**src/rtl/sd_pkg.sv**
```systemverilog
// Shared constants and state encoding for the SD SPI command framer.
package sd_pkg;

    typedef enum logic [2:0] {
        ST_IDLE,
        ST_SEND,
        ST_SEND_RX,
        ST_POLL,
        ST_POLL_RX,
        ST_DONE
    } sd_state_t;

    localparam logic [6:0] CRC7_POLY     = 7'h09;
    localparam logic [7:0] FILL_BYTE     = 8'hFF;
    localparam logic [1:0] START_PREFIX  = 2'b01;
    localparam logic [7:0] CRC_BYTE_CMD0 = 8'h95;
    localparam logic [7:0] CRC_BYTE_CMD8 = 8'h87;
    localparam logic [2:0] FRAME_LAST    = 3'd5;

    localparam logic [5:0] CMD0   = 6'd0;
    localparam logic [5:0] CMD8   = 6'd8;
    localparam logic [5:0] CMD17  = 6'd17;
    localparam logic [5:0] CMD55  = 6'd55;
    localparam logic [5:0] ACMD41 = 6'd41;

    // Closing byte used when CRC generation is compiled out; only CMD0/CMD8
    // are CRC-checked by the card before CRC checking is switched off.
    function automatic logic [7:0] fixed_crc_byte(input logic [5:0] idx);
        case (idx)
            CMD0:    fixed_crc_byte = CRC_BYTE_CMD0;
            CMD8:    fixed_crc_byte = CRC_BYTE_CMD8;
            default: fixed_crc_byte = FILL_BYTE;
        endcase
    endfunction

endpackage

```
**src/rtl/sd_cmd_framer_if.sv**
```systemverilog
// Byte channel between the command framer and the SPI byte controller.
interface sd_cmd_framer_if;
    logic       TX_STB;
    logic [7:0] TX_DATA;
    logic       TX_ACK;
    logic       RX_STB;
    logic [7:0] RX_DATA;

    modport master (output TX_STB, TX_DATA, input TX_ACK, RX_STB, RX_DATA);
    modport slave  (input TX_STB, TX_DATA, output TX_ACK, RX_STB, RX_DATA);
endinterface

```
**src/rtl/sd_cmd_framer_crc7.sv**
```systemverilog
// Combinational byte-wide CRC7 update (x^7 + x^3 + 1), MSB first.
module sd_crc7
    import sd_pkg::*;
(
    input  logic [6:0] crc_in,
    input  logic [7:0] data_byte,
    output logic [6:0] crc_out
);

    logic [6:0] c;
    logic [7:0] d;
    logic       fb;

    always_comb begin
        c  = crc_in;
        d  = data_byte;
        fb = 1'b0;
        for (int unsigned i = 0; i < 8; i++) begin
            fb = c[6] ^ d[7];
            c  = {c[5:0], 1'b0} ^ (fb ? CRC7_POLY : 7'h00);
            d  = {d[6:0], 1'b0};
        end
        crc_out = c;
    end

endmodule

```
**src/rtl/sd_cmd_framer.sv**
```systemverilog
// SD SPI command framer: sends the 6-byte command frame, polls for R1.
// SD_CRC7_EN defined: CRC7 computed per command; undefined: fixed CRC table.
module sd_cmd_framer
    import sd_pkg::*;
#(
    parameter int unsigned NCR_MAX = 8
) (
    input  logic                   CLOCK50,
    input  logic                   RESET,
    input  logic                   CMD_STB,
    input  logic [5:0]             CMD_IDX,
    input  logic [31:0]            CMD_ARG,
    output logic                   CMD_ACK,
    output logic                   BUSY,
    sd_cmd_framer_if.master        spi,
    output logic                   R1_STB,
    output logic [7:0]             R1_DATA,
    output logic                   R1_TIMEOUT
);

    if (NCR_MAX < 1 || NCR_MAX > 255) begin : g_ncr_check
        $error("NCR_MAX must be in 1..255");
    end

    localparam logic [7:0] NCR_LAST = NCR_MAX[7:0];

    sd_state_t   state, state_n;
    logic [5:0]  idx_q, idx_n;
    logic [31:0] arg_q, arg_n;
    logic [2:0]  byte_idx, byte_n;
    logic [7:0]  poll_cnt, poll_n;
    logic        ack_n, busy_n, stb_n, r1_stb_n, tmo_n;
    logic [7:0]  tx_data_q, data_n, r1_data_n;
    logic        tx_stb_q;
    logic [7:0]  crc_byte, frame_byte;

`ifdef SD_CRC7_EN
    logic [6:0] crc_q, crc_next;

    sd_crc7 u_crc7 (
        .crc_in    (crc_q),
        .data_byte (tx_data_q),
        .crc_out   (crc_next)
    );

    // Accumulates over b0..b4 as each is accepted; complete before b5 is built.
    always_ff @(posedge CLOCK50 or posedge RESET) begin
        if (RESET) begin
            crc_q <= '0;
        end else if (state == ST_IDLE && CMD_STB) begin
            crc_q <= '0;
        end else if (state == ST_SEND && tx_stb_q && spi.TX_ACK) begin
            crc_q <= crc_next;
        end
    end

    assign crc_byte = {crc_q, 1'b1};
`else
    assign crc_byte = fixed_crc_byte(idx_q);
`endif

    always_comb begin
        case (byte_idx)
            3'd0:    frame_byte = {START_PREFIX, idx_q};
            3'd1:    frame_byte = arg_q[31:24];
            3'd2:    frame_byte = arg_q[23:16];
            3'd3:    frame_byte = arg_q[15:8];
            3'd4:    frame_byte = arg_q[7:0];
            default: frame_byte = crc_byte;
        endcase
    end

    always_comb begin
        state_n   = state;
        idx_n     = idx_q;
        arg_n     = arg_q;
        byte_n    = byte_idx;
        poll_n    = poll_cnt;
        ack_n     = 1'b0;
        busy_n    = BUSY;
        stb_n     = tx_stb_q;
        data_n    = tx_data_q;
        r1_stb_n  = 1'b0;
        r1_data_n = R1_DATA;
        tmo_n     = 1'b0;

        case (state)
            ST_IDLE: begin
                if (CMD_STB) begin
                    idx_n     = CMD_IDX;
                    arg_n     = CMD_ARG;
                    ack_n     = 1'b1;
                    busy_n    = 1'b1;
                    r1_data_n = '0;
                    byte_n    = '0;
                    state_n   = ST_SEND;
                end
            end
            ST_SEND: begin
                if (tx_stb_q && spi.TX_ACK) begin
                    stb_n   = 1'b0;
                    state_n = ST_SEND_RX;
                end else begin
                    stb_n  = 1'b1;
                    data_n = frame_byte;
                end
            end
            ST_SEND_RX: begin
                if (spi.RX_STB) begin
                    if (byte_idx == FRAME_LAST) begin
                        poll_n  = '0;
                        state_n = ST_POLL;
                    end else begin
                        byte_n  = byte_idx + 3'd1;
                        state_n = ST_SEND;
                    end
                end
            end
            ST_POLL: begin
                if (tx_stb_q && spi.TX_ACK) begin
                    stb_n   = 1'b0;
                    state_n = ST_POLL_RX;
                end else begin
                    stb_n  = 1'b1;
                    data_n = FILL_BYTE;
                end
            end
            ST_POLL_RX: begin
                if (spi.RX_STB) begin
                    poll_n = poll_cnt + 8'd1;
                    if (!spi.RX_DATA[7]) begin
                        r1_data_n = spi.RX_DATA;
                        r1_stb_n  = 1'b1;
                        state_n   = ST_DONE;
                    end else if (poll_n == NCR_LAST) begin
                        tmo_n   = 1'b1;
                        state_n = ST_DONE;
                    end else begin
                        state_n = ST_POLL;
                    end
                end
            end
            ST_DONE: begin
                busy_n  = 1'b0;
                state_n = ST_IDLE;
            end
            default: state_n = ST_IDLE;
        endcase
    end

    always_ff @(posedge CLOCK50 or posedge RESET) begin
        if (RESET) begin
            state      <= ST_IDLE;
            idx_q      <= '0;
            arg_q      <= '0;
            byte_idx   <= '0;
            poll_cnt   <= '0;
            CMD_ACK    <= 1'b0;
            BUSY       <= 1'b0;
            tx_stb_q   <= 1'b0;
            tx_data_q  <= FILL_BYTE;
            R1_STB     <= 1'b0;
            R1_DATA    <= '0;
            R1_TIMEOUT <= 1'b0;
        end else begin
            state      <= state_n;
            idx_q      <= idx_n;
            arg_q      <= arg_n;
            byte_idx   <= byte_n;
            poll_cnt   <= poll_n;
            CMD_ACK    <= ack_n;
            BUSY       <= busy_n;
            tx_stb_q   <= stb_n;
            tx_data_q  <= data_n;
            R1_STB     <= r1_stb_n;
            R1_DATA    <= r1_data_n;
            R1_TIMEOUT <= tmo_n;
        end
    end

    assign spi.TX_STB  = tx_stb_q;
    assign spi.TX_DATA = tx_data_q;

endmodule

```
**src/flat_wrapper.sv**
```systemverilog
// flat-port wrapper written by rule: the top's interface ports become plain ports
module sd_cmd_framer_flat import sd_pkg::*;
#(
    parameter int unsigned NCR_MAX = 8
)
  (CLOCK50, RESET, CMD_STB, CMD_IDX, CMD_ARG, CMD_ACK, BUSY, R1_STB, R1_DATA, R1_TIMEOUT, spi_TX_STB, spi_TX_DATA, spi_TX_ACK, spi_RX_STB, spi_RX_DATA);
  sd_cmd_framer_if spi_i ();
  input  logic CLOCK50;
  input  logic RESET;
  input  logic CMD_STB;
  input  logic [5:0] CMD_IDX;
  input  logic [31:0] CMD_ARG;
  output logic CMD_ACK;
  output logic BUSY;
  output logic R1_STB;
  output logic [7:0] R1_DATA;
  output logic R1_TIMEOUT;
  output wire logic [$bits(spi_i.TX_STB)-1:0] spi_TX_STB;
  output wire logic [$bits(spi_i.TX_DATA)-1:0] spi_TX_DATA;
  input wire logic [$bits(spi_i.TX_ACK)-1:0] spi_TX_ACK;
  input wire logic [$bits(spi_i.RX_STB)-1:0] spi_RX_STB;
  input wire logic [$bits(spi_i.RX_DATA)-1:0] spi_RX_DATA;
  assign spi_TX_STB = spi_i.TX_STB;
  assign spi_TX_DATA = spi_i.TX_DATA;
  assign spi_i.TX_ACK = spi_TX_ACK;
  assign spi_i.RX_STB = spi_RX_STB;
  assign spi_i.RX_DATA = spi_RX_DATA;
  sd_cmd_framer #(.NCR_MAX(NCR_MAX)) u_core (.CLOCK50(CLOCK50), .RESET(RESET), .CMD_STB(CMD_STB), .CMD_IDX(CMD_IDX), .CMD_ARG(CMD_ARG), .CMD_ACK(CMD_ACK), .BUSY(BUSY), .spi(spi_i), .R1_STB(R1_STB), .R1_DATA(R1_DATA), .R1_TIMEOUT(R1_TIMEOUT));
endmodule
```
**config.mk**
```make
export PLATFORM = sky130hd
export DESIGN_NAME = sd_cmd_framer_flat
export DESIGN_NICKNAME = d
export VERILOG_FILES = /design/src/rtl/sd_pkg.sv /design/src/rtl/sd_cmd_framer_if.sv /design/src/rtl/sd_cmd_framer_crc7.sv /design/src/rtl/sd_cmd_framer.sv /design/src/flat_wrapper.sv
export SDC_FILE = /design/constraint.sdc
export NUM_CORES = 1
export LEC_CHECK = 0
export BUFFER_PORTS_ARGS = -buffer_cell sky130_fd_sc_hd__buf_4
export CAP_MARGIN = 20
export CORE_MARGIN = 3
export CORE_UTILIZATION = 53
export CTS_CLUSTER_DIAMETER = 60
export DETAILED_ROUTE_END_ITERATION = 16
export PLACE_DENSITY_LB_ADDON = 0.3
export SLEW_MARGIN = 5
export SYNTH_ARGS = -nofsm -noshare
export SYNTH_HDL_FRONTEND = slang
export SYNTH_SLANG_ARGS = --single-unit
```
**constraint.sdc**
```tcl
create_clock -name CLOCK50 -period 2.2 [get_ports CLOCK50]
set_input_delay 0.11 -clock CLOCK50 [delete_from_list [all_inputs] [get_ports CLOCK50]]
set_output_delay 0.11 -clock CLOCK50 [all_outputs]
set_load 0.02 [all_outputs]
```
==> results of run 1 <==
-- worst paths after layout --
check / slack, ps / startpoint / end / cells past startpoint
worst max-delay path: 170 / u_core.byte_idx[0] / u_core.spi.TX_DATA[1] / 7
worst min-delay path: 8 / CMD_ARG[12] / u_core.arg_q[12] / 2
worst max register to register: 170 / u_core.byte_idx[0] / u_core.spi.TX_DATA[1] / 7
worst min register to register: 480 / u_core.R1_DATA[4] / u_core.R1_DATA[4] / 2
max in group asynchronous: 1460 / RESET / u_core.spi.TX_DATA[0] / 4
min in group asynchronous: 390 / RESET / u_core.idx_q[5] / 4
-- cell usage in the layout, fill, tap and decap left out, types with 2 or more instances in the layout --
cell type	count
mux2_2	38
a31oi_1	7
o22a_1	5
a32o_1	2
nor3_1	3
a22oi_1	4
nand2_1	35
ha_1	6
dfstp_2	8
buf_12	2
and3_1	3
clkinvlp_4	2
nand2b_1	2
buf_4	77
inv_6	2
o31ai_1	2
nor2_1	9
dfrtp_1	64
a222oi_1	5
inv_1	7
o21ai_0	30
a21oi_1	4
a32oi_1	5
nand3_1	12
dlygate4sd3_1	29
clkbuf_8	10
clkinv_4	2
-- cell usage after synthesis (5+ instances only) --
library cell,count
dfrtp_1,64
mux2_2,38
nand2_1,35
o21ai_0,30
nand3_1,12
nor2_1,9
buf_2,8
dfstp_2,8
inv_1,8
a31oi_1,7
clkbuf_1,6
ha_1,6
a222oi_1,5
a32oi_1,5
o22a_1,5
-- power by group --
group | internal (mW) | leakage (nW) | total, mW | switching (mW)
clock network | 0.451 | 0.0895 | 0.971 | 0.520
logic | 1.11 | 1.03 | 2.21 | 1.10
registers | 1.90 | 0.879 | 2.30 | 0.397
total | 3.46 | 2.00 | 5.48 | 2.02
-- cell type report --
type	count	area, um^2	area share, %
clock buffers	10	137.6	3.072
clock inverters	6	50.05	1.117
inverters	8	30.03	0.6702
multi-input cells	199	1449	32.34
flip-flops and latches	72	1812	40.44
well taps	75	93.84	2.094
repair buffers	108	908.4	20.27
-- what timing repair did --
action / in CTS / in global routing
setup buffers: 0 / 3
gates resized for setup: 0 / 0
hold buffers: 28 / 1
endpoints found under the hold margin: 91 / 1
setup endpoints to repair: 0 / 5
-- flip-flops by register name (all words and copies together), names as in the netlist, 3 cells and up --
| name | cells |
|---|---|
| u_core.state | 3 |
| u_core.arg_q | 32 |
| u_core.poll_cnt | 8 |
| u_core.byte_idx | 3 |
| u_core.idx_q | 6 |
| u_core.spi.TX_DATA | 8 |
| u_core.R1_DATA | 7 |
-- stage by stage --
stage / setup slack, ps / cell area, um^2
after floorplan: 278.3 / 3362
after global placement: 307.1 / 3980
after detailed placement: 140.7 / 3980
after CTS: 123.1 / 4448
after global routing: 32.46 / 4481
final: 167.1 / 4481
-- logic make-up (layout without fill, tap and decap cells) --
family / count (synthesis) / in the layout / synth area share, %
AOI/OAI and AO/OA: 75 / 75 / 15.56
xor gates and xnor gates: 2 / 2 / 0.7445
adders and majority gates: 6 / 6 / 2.233
buffers and inverters: 24 / 132 / 3.201
DFF: 72 / 72 / 53.89
muxes: 39 / 39 / 13.03
other: 1 / 1 / 0.1115
and+or+nand+nor: 76 / 76 / 11.24
-- worst max-delay path, stage by stage (launching register included) --
cell and delay (ps):
dfrtp_1 400, inv_1 90, ha_1 310, or2_1 280, a211oi_4 330, o21ai_0 180, nand3_1 210, o22a_1 180
-- metal layers --
metal,vias up,track usage [%],share of wire [%]
met4,0,8.345,1.1
met1,1338,30.87,43
met3,6,3.939,4.9
met5,-,0,0
met2,71,36.94,51
li1,1293,-,-
==> metrics, run 1 <==
I/O pin count 72; Area Overhead vs Synth 33.27%; starting density of the core 55.79%; top_reg_cell synth dfrtp_1; Max Cap Viol 0; required time worst endpoint 2480 ps; FMAX 491.9 MHz; vias post-DR 2708; Lkg Pwr 1.995 nW; outcome finished clean; initial antenna violation count 0; Synth Register Bits 72; Fin Hold WS 7.962 ps; Synth Warn # 0; Wirelength per Cell 16.34 um; global route overflow 0; NumNets Final 455; worst-margin pin slew 662.6 ps; Tot Pwr 5.479 mW; Total Neg Setup Slack 0 ps; Seq/Total Area, Yosys 53.89%; PwrDens 1223 mW/mm^2; CTS tree built; Worst setup EP type register; final-report hold violation count 0; insertion delay to the later sink of the worst-skew pair 340 ps; Core Box Area 0.006026 mm^2; syn_nets 352; hpwl dp 5145 um; period utilization 92.41%; drt total wl 7811 um; post-synth top area share 47.64%; root buf cell clkbuf_8; row cnt 28; Worst slew margin 55.83%; biggest area consumer among synthesized cells dfrtp_1; Antenna Violating Nets Remaining 0; die width 85.65 um; async set-reset flop share out of synthesis 100.0%; first-pass GRT wire length 13170 um; Mapped Cells 295; largest cells by area after synthesis dfrtp_1, mux2_2, dfstp_2, o21ai_0, nand2_1; global-route usage over all layers 22.76%; Max VDD drop 714.3 uV; CTS clock-pin slew for the worst setup and hold paths 80 ps; Max Fanout on Critical Path 9; worst hold path type input port to register; crit path DAT 2320 ps; CTS sink cnt 72; drt pass-1 iters 4; Die Footprint 0.007335 mm^2; # port buffers 70; vias per inst 5.665; layout cells sized above 1 37.22%; final clock skew 16.48 ps; max-slew violation count 0; CP startpoint kind register; Die Height 85.65 um; WS Path Type register to register; 1st-iter DRT viols 173; Layout fillers 427; vias in the first global route 2691; final setup fails 0; post-synthesis instance area 0.003362 mm^2; CTS HTree Levels 3; RSZ-0062 raised after global routing false; EDFF count, synth 0; DRC violations left 0; final core utilization 74.36%; Tmin final 2033 ps; cts bufs inserted 9; dpl cells 430; # diodes 0; Post-Layout Cell Count 478; largest net degree at the start of global routing 73; placer congestion estimate 0.8516; clk buf depth 2; Post-Syn Area per Cell 11.40 um^2; Cell variety after synth 50
Note: power is estimated with default switching activity, not from simulation.
==> run 2: changes to the inputs <==
- ABC_AREA: not set -> 1
==> run 2 against run 1 <==
Against the previous run:
- sequential share of layout area shrank 1.8 points
- final cell count grew 28%
- register-to-register slack gained 180 ps
- largest cell class unchanged
- combinational power grew 6%
- synthesized cell count grew 42%
- critical path depth grew 2
- global-route usage grew 2.4 points
==> metrics, run 2 <==
outcome finished clean; largest net degree at the start of global routing 73 (unchanged); Synth Warn # 0 (unchanged); cts bufs inserted 9 (unchanged); final-report hold violation count 0 (unchanged); Wirelength per Cell 14.29 um (-13%); final core utilization 76.93% (+2.6 points); largest cells by area after synthesis dfrtp_1, nand2_1, dfstp_2, inv_1, nand3_1; initial antenna violation count 0 (unchanged); CTS tree built; Die Height 86.68 um (+1.2%); starting density of the core 56.59% (+0.80 points); WS Path Type register to register; hpwl dp 5651 um (+9.8%); CTS sink cnt 72 (unchanged); required time worst endpoint 2470 ps (about the same); die width 86.68 um (+1.2%); CTS HTree Levels 3 (unchanged); crit path DAT 2120 ps (-200 ps); Setup Slack @ Placement 413.5 ps (+272.8 ps); Post-CTS Setup Bufs 0 (unchanged); commonest cells after routing, fill and taps aside nand2_1, buf_4, dfrtp_1, inv_1, dlygate4sd3_1; Mapped Cells 418 (+42%); biggest area consumer among synthesized cells dfrtp_1; Total Neg Setup Slack 0 ps (unchanged); final setup fails 0 (unchanged); Cell variety after synth 39 (-22%); Tmin final 1849 ps (-184.3 ps); Finished Cell Area 0.004690 mm^2 (+4.7%); first-pass GRT wire length 14630 um (+11%); register with the most flip-flops u_core.arg_q; Critical Path End u_core.spi.TX_DATA[6]; Lkg Pwr 2.393 nW (+20%); PnR worst setup slack 351.4 ps (+184.3 ps); Max Cap Viol 0 (unchanged); max-slew violation count 0 (unchanged); vias post-DR 3250 (+20%); # diodes 0 (unchanged); Post-Place Cell Area 0.004025 mm^2 (+1.1%); dpl cells 554 (+29%); final clock skew 11.70 ps (-4.781 ps); PwrDens 1283 mW/mm^2 (+4.9%); Antenna Violating Nets Remaining 0 (unchanged); RR Startpoint u_core.byte_idx[2]; post-synthesis instance area 0.003450 mm^2 (+2.6%); NetSw 2.364 mW (+17%); Die Footprint 0.007513 mm^2 (+2.4%); Post-Syn Area per Cell 8.253 um^2 (-28%); Max VDD drop 718.1 uV (+0.54%); Area Overhead vs Synth 35.94%; reg2reg path depth 9 (+2); insertion delay to the later sink of the worst-skew pair 340 ps (about the same); period utilization 84.03% (-8.4 points); Worst setup EP type register; Core Box Area 0.006096 mm^2 (+1.2%); layout cells sized above 1 22.62% (-15 points); global route overflow 0 (unchanged); vias in the first global route 3109 (+16%); Post-Layout Cell Count 610 (+28%); worst hold path type input port to register; Seq/Total Area, Yosys 52.52% (-1.4 points); DRC violations left 0 (unchanged); reg2reg setup slack 350 ps (+180 ps); commonest non-fill, non-tap cell in the layout nand2_1; top_reg_cell synth dfrtp_1; Clock Power Share 22.1% (+4.4 points); synth cell count leaders nand2_1, dfrtp_1, inv_1; RSZ-0062 raised after global routing false; Synth Register Bits 72 (unchanged); worst-margin pin slew 682.6 ps (+20.04 ps); switch share 39.30% (+2.4 points); root buf cell clkbuf_8; clk buf depth 2 (unchanged); Layout fillers 431 (+0.94%); sequential group share of total power 38.9% (-3.0 points); Worst Setup SP u_core.byte_idx[2]; row cnt 28 (unchanged); placer congestion estimate 0.8823 (+3.6%); FMAX 541.0 MHz (+10%); reg2reg end u_core.spi.TX_DATA[6]; # port buffers 70 (unchanged); 1st-iter DRT viols 336 (+94%); Gate power share 39.0% (-1.4 points); vias per inst 5.328 (-6.0%); CP startpoint kind register; EDFF count, synth 0 (unchanged); Max Fanout on Critical Path 8 (-1); CTS clock-pin slew for the worst setup and hold paths 80 ps (about the same); drt pass-1 iters 5 (+1); I/O pin count 72 (unchanged); most numerous cell in the Yosys netlist nand2_1; Worst slew margin 54.42% (-1.4 points); P_int 3.652 mW (+5.5%); syn_nets 475 (+35%); global-route usage over all layers 25.13% (+2.4 points); drt total wl 8718 um (+12%); post-synth top area share 46.43% (-1.2 points); async set-reset flop share out of synthesis 100.0% (unchanged); hold path start spi_RX_DATA[6]; NumNets Final 587 (+29%); max reg flops 32 (unchanged)
==> run 2: power by group through the flow <==
stage	Clock, mW	Combinational, mW	Sequential (mW)
6_report	1.33	2.35	2.34
3_3_place_gp	0	2.17	2.33
3_5_place_dp	0	2.24	2.34
2_1_floorplan	0	1.56	2.37
5_1_grt	1.40	2.63	2.41
4_1_cts	1.34	2.32	2.33
==> run 2: worst min-delay path by stage <==
stage / end / cells past startpoint / slack, ps
floorplan: u_core.R1_STB / 1 / 180
global placement: u_core.R1_DATA[1] / 3 / 220
detailed placement: u_core.R1_DATA[6] / 3 / 230
global route: u_core.R1_DATA[6] / 3 / 6
CTS: u_core.R1_DATA[6] / 3 / 5
finish: u_core.R1_DATA[6] / 3 / 5
==> run 2: layout make-up <==
class	count	area, um^2	share of cell area, %
timing repair buffer	112	953.4	20.33
clock inverter	4	98.84	2.108
clock buffer	12	165.2	3.522
tap	75	93.84	2.001
inverter	50	187.7	4.002
multi-input combinational	285	1379	29.40
sequential	72	1812	38.63
==> run 2: cell families after synthesis <==
logic type | after synthesis | synth area share, %
AND/OR/NAND/NOR | 222 | 27.78
flip-flops | 72 | 52.52
buffers and inverters | 61 | 7.508
AO/OA/AOI/OAI | 55 | 9.613
adder cells (fa/ha/maj) | 6 | 2.176
multiplexers | 1 | 0.2902
other | 1 | 0.1087
==> run 2: worst max-delay path: stages, from the launching register on <==
cell and delay, ps:
dfrtp_1 430, inv_1 130, ha_1 350, inv_1 110, nand4_1 220, inv_1 100, a21boi_2 230, nand2_1 70
o21ai_0 70, inv_1 60
==> run 2: what timing repair did <==
item                                   CTS  global route
hold buffers                            40             0
endpoints found under the hold margin  103             0
gates resized for setup                  0             0
==> run 2: metrics by stage <==
stage	power (mW)	hold WS, ps
detailed placement	4.580	227.0
CTS	5.983	4.520
finish	6.016	5.363
floorplan	3.925	176.4
global placement	4.499	221.7
global route	6.439	5.696
==> run 2: metal layers <==
layer | GRT usage [%] | part of all wire, % | vias up
li1 | - | - | 1545
met1 | 33.17 | 43 | 1539
met2 | 41.86 | 48 | 139
met3 | 4.848 | 7.0 | 27
met4 | 8.074 | 2.1 | 0
met5 | 0 | 0 | -
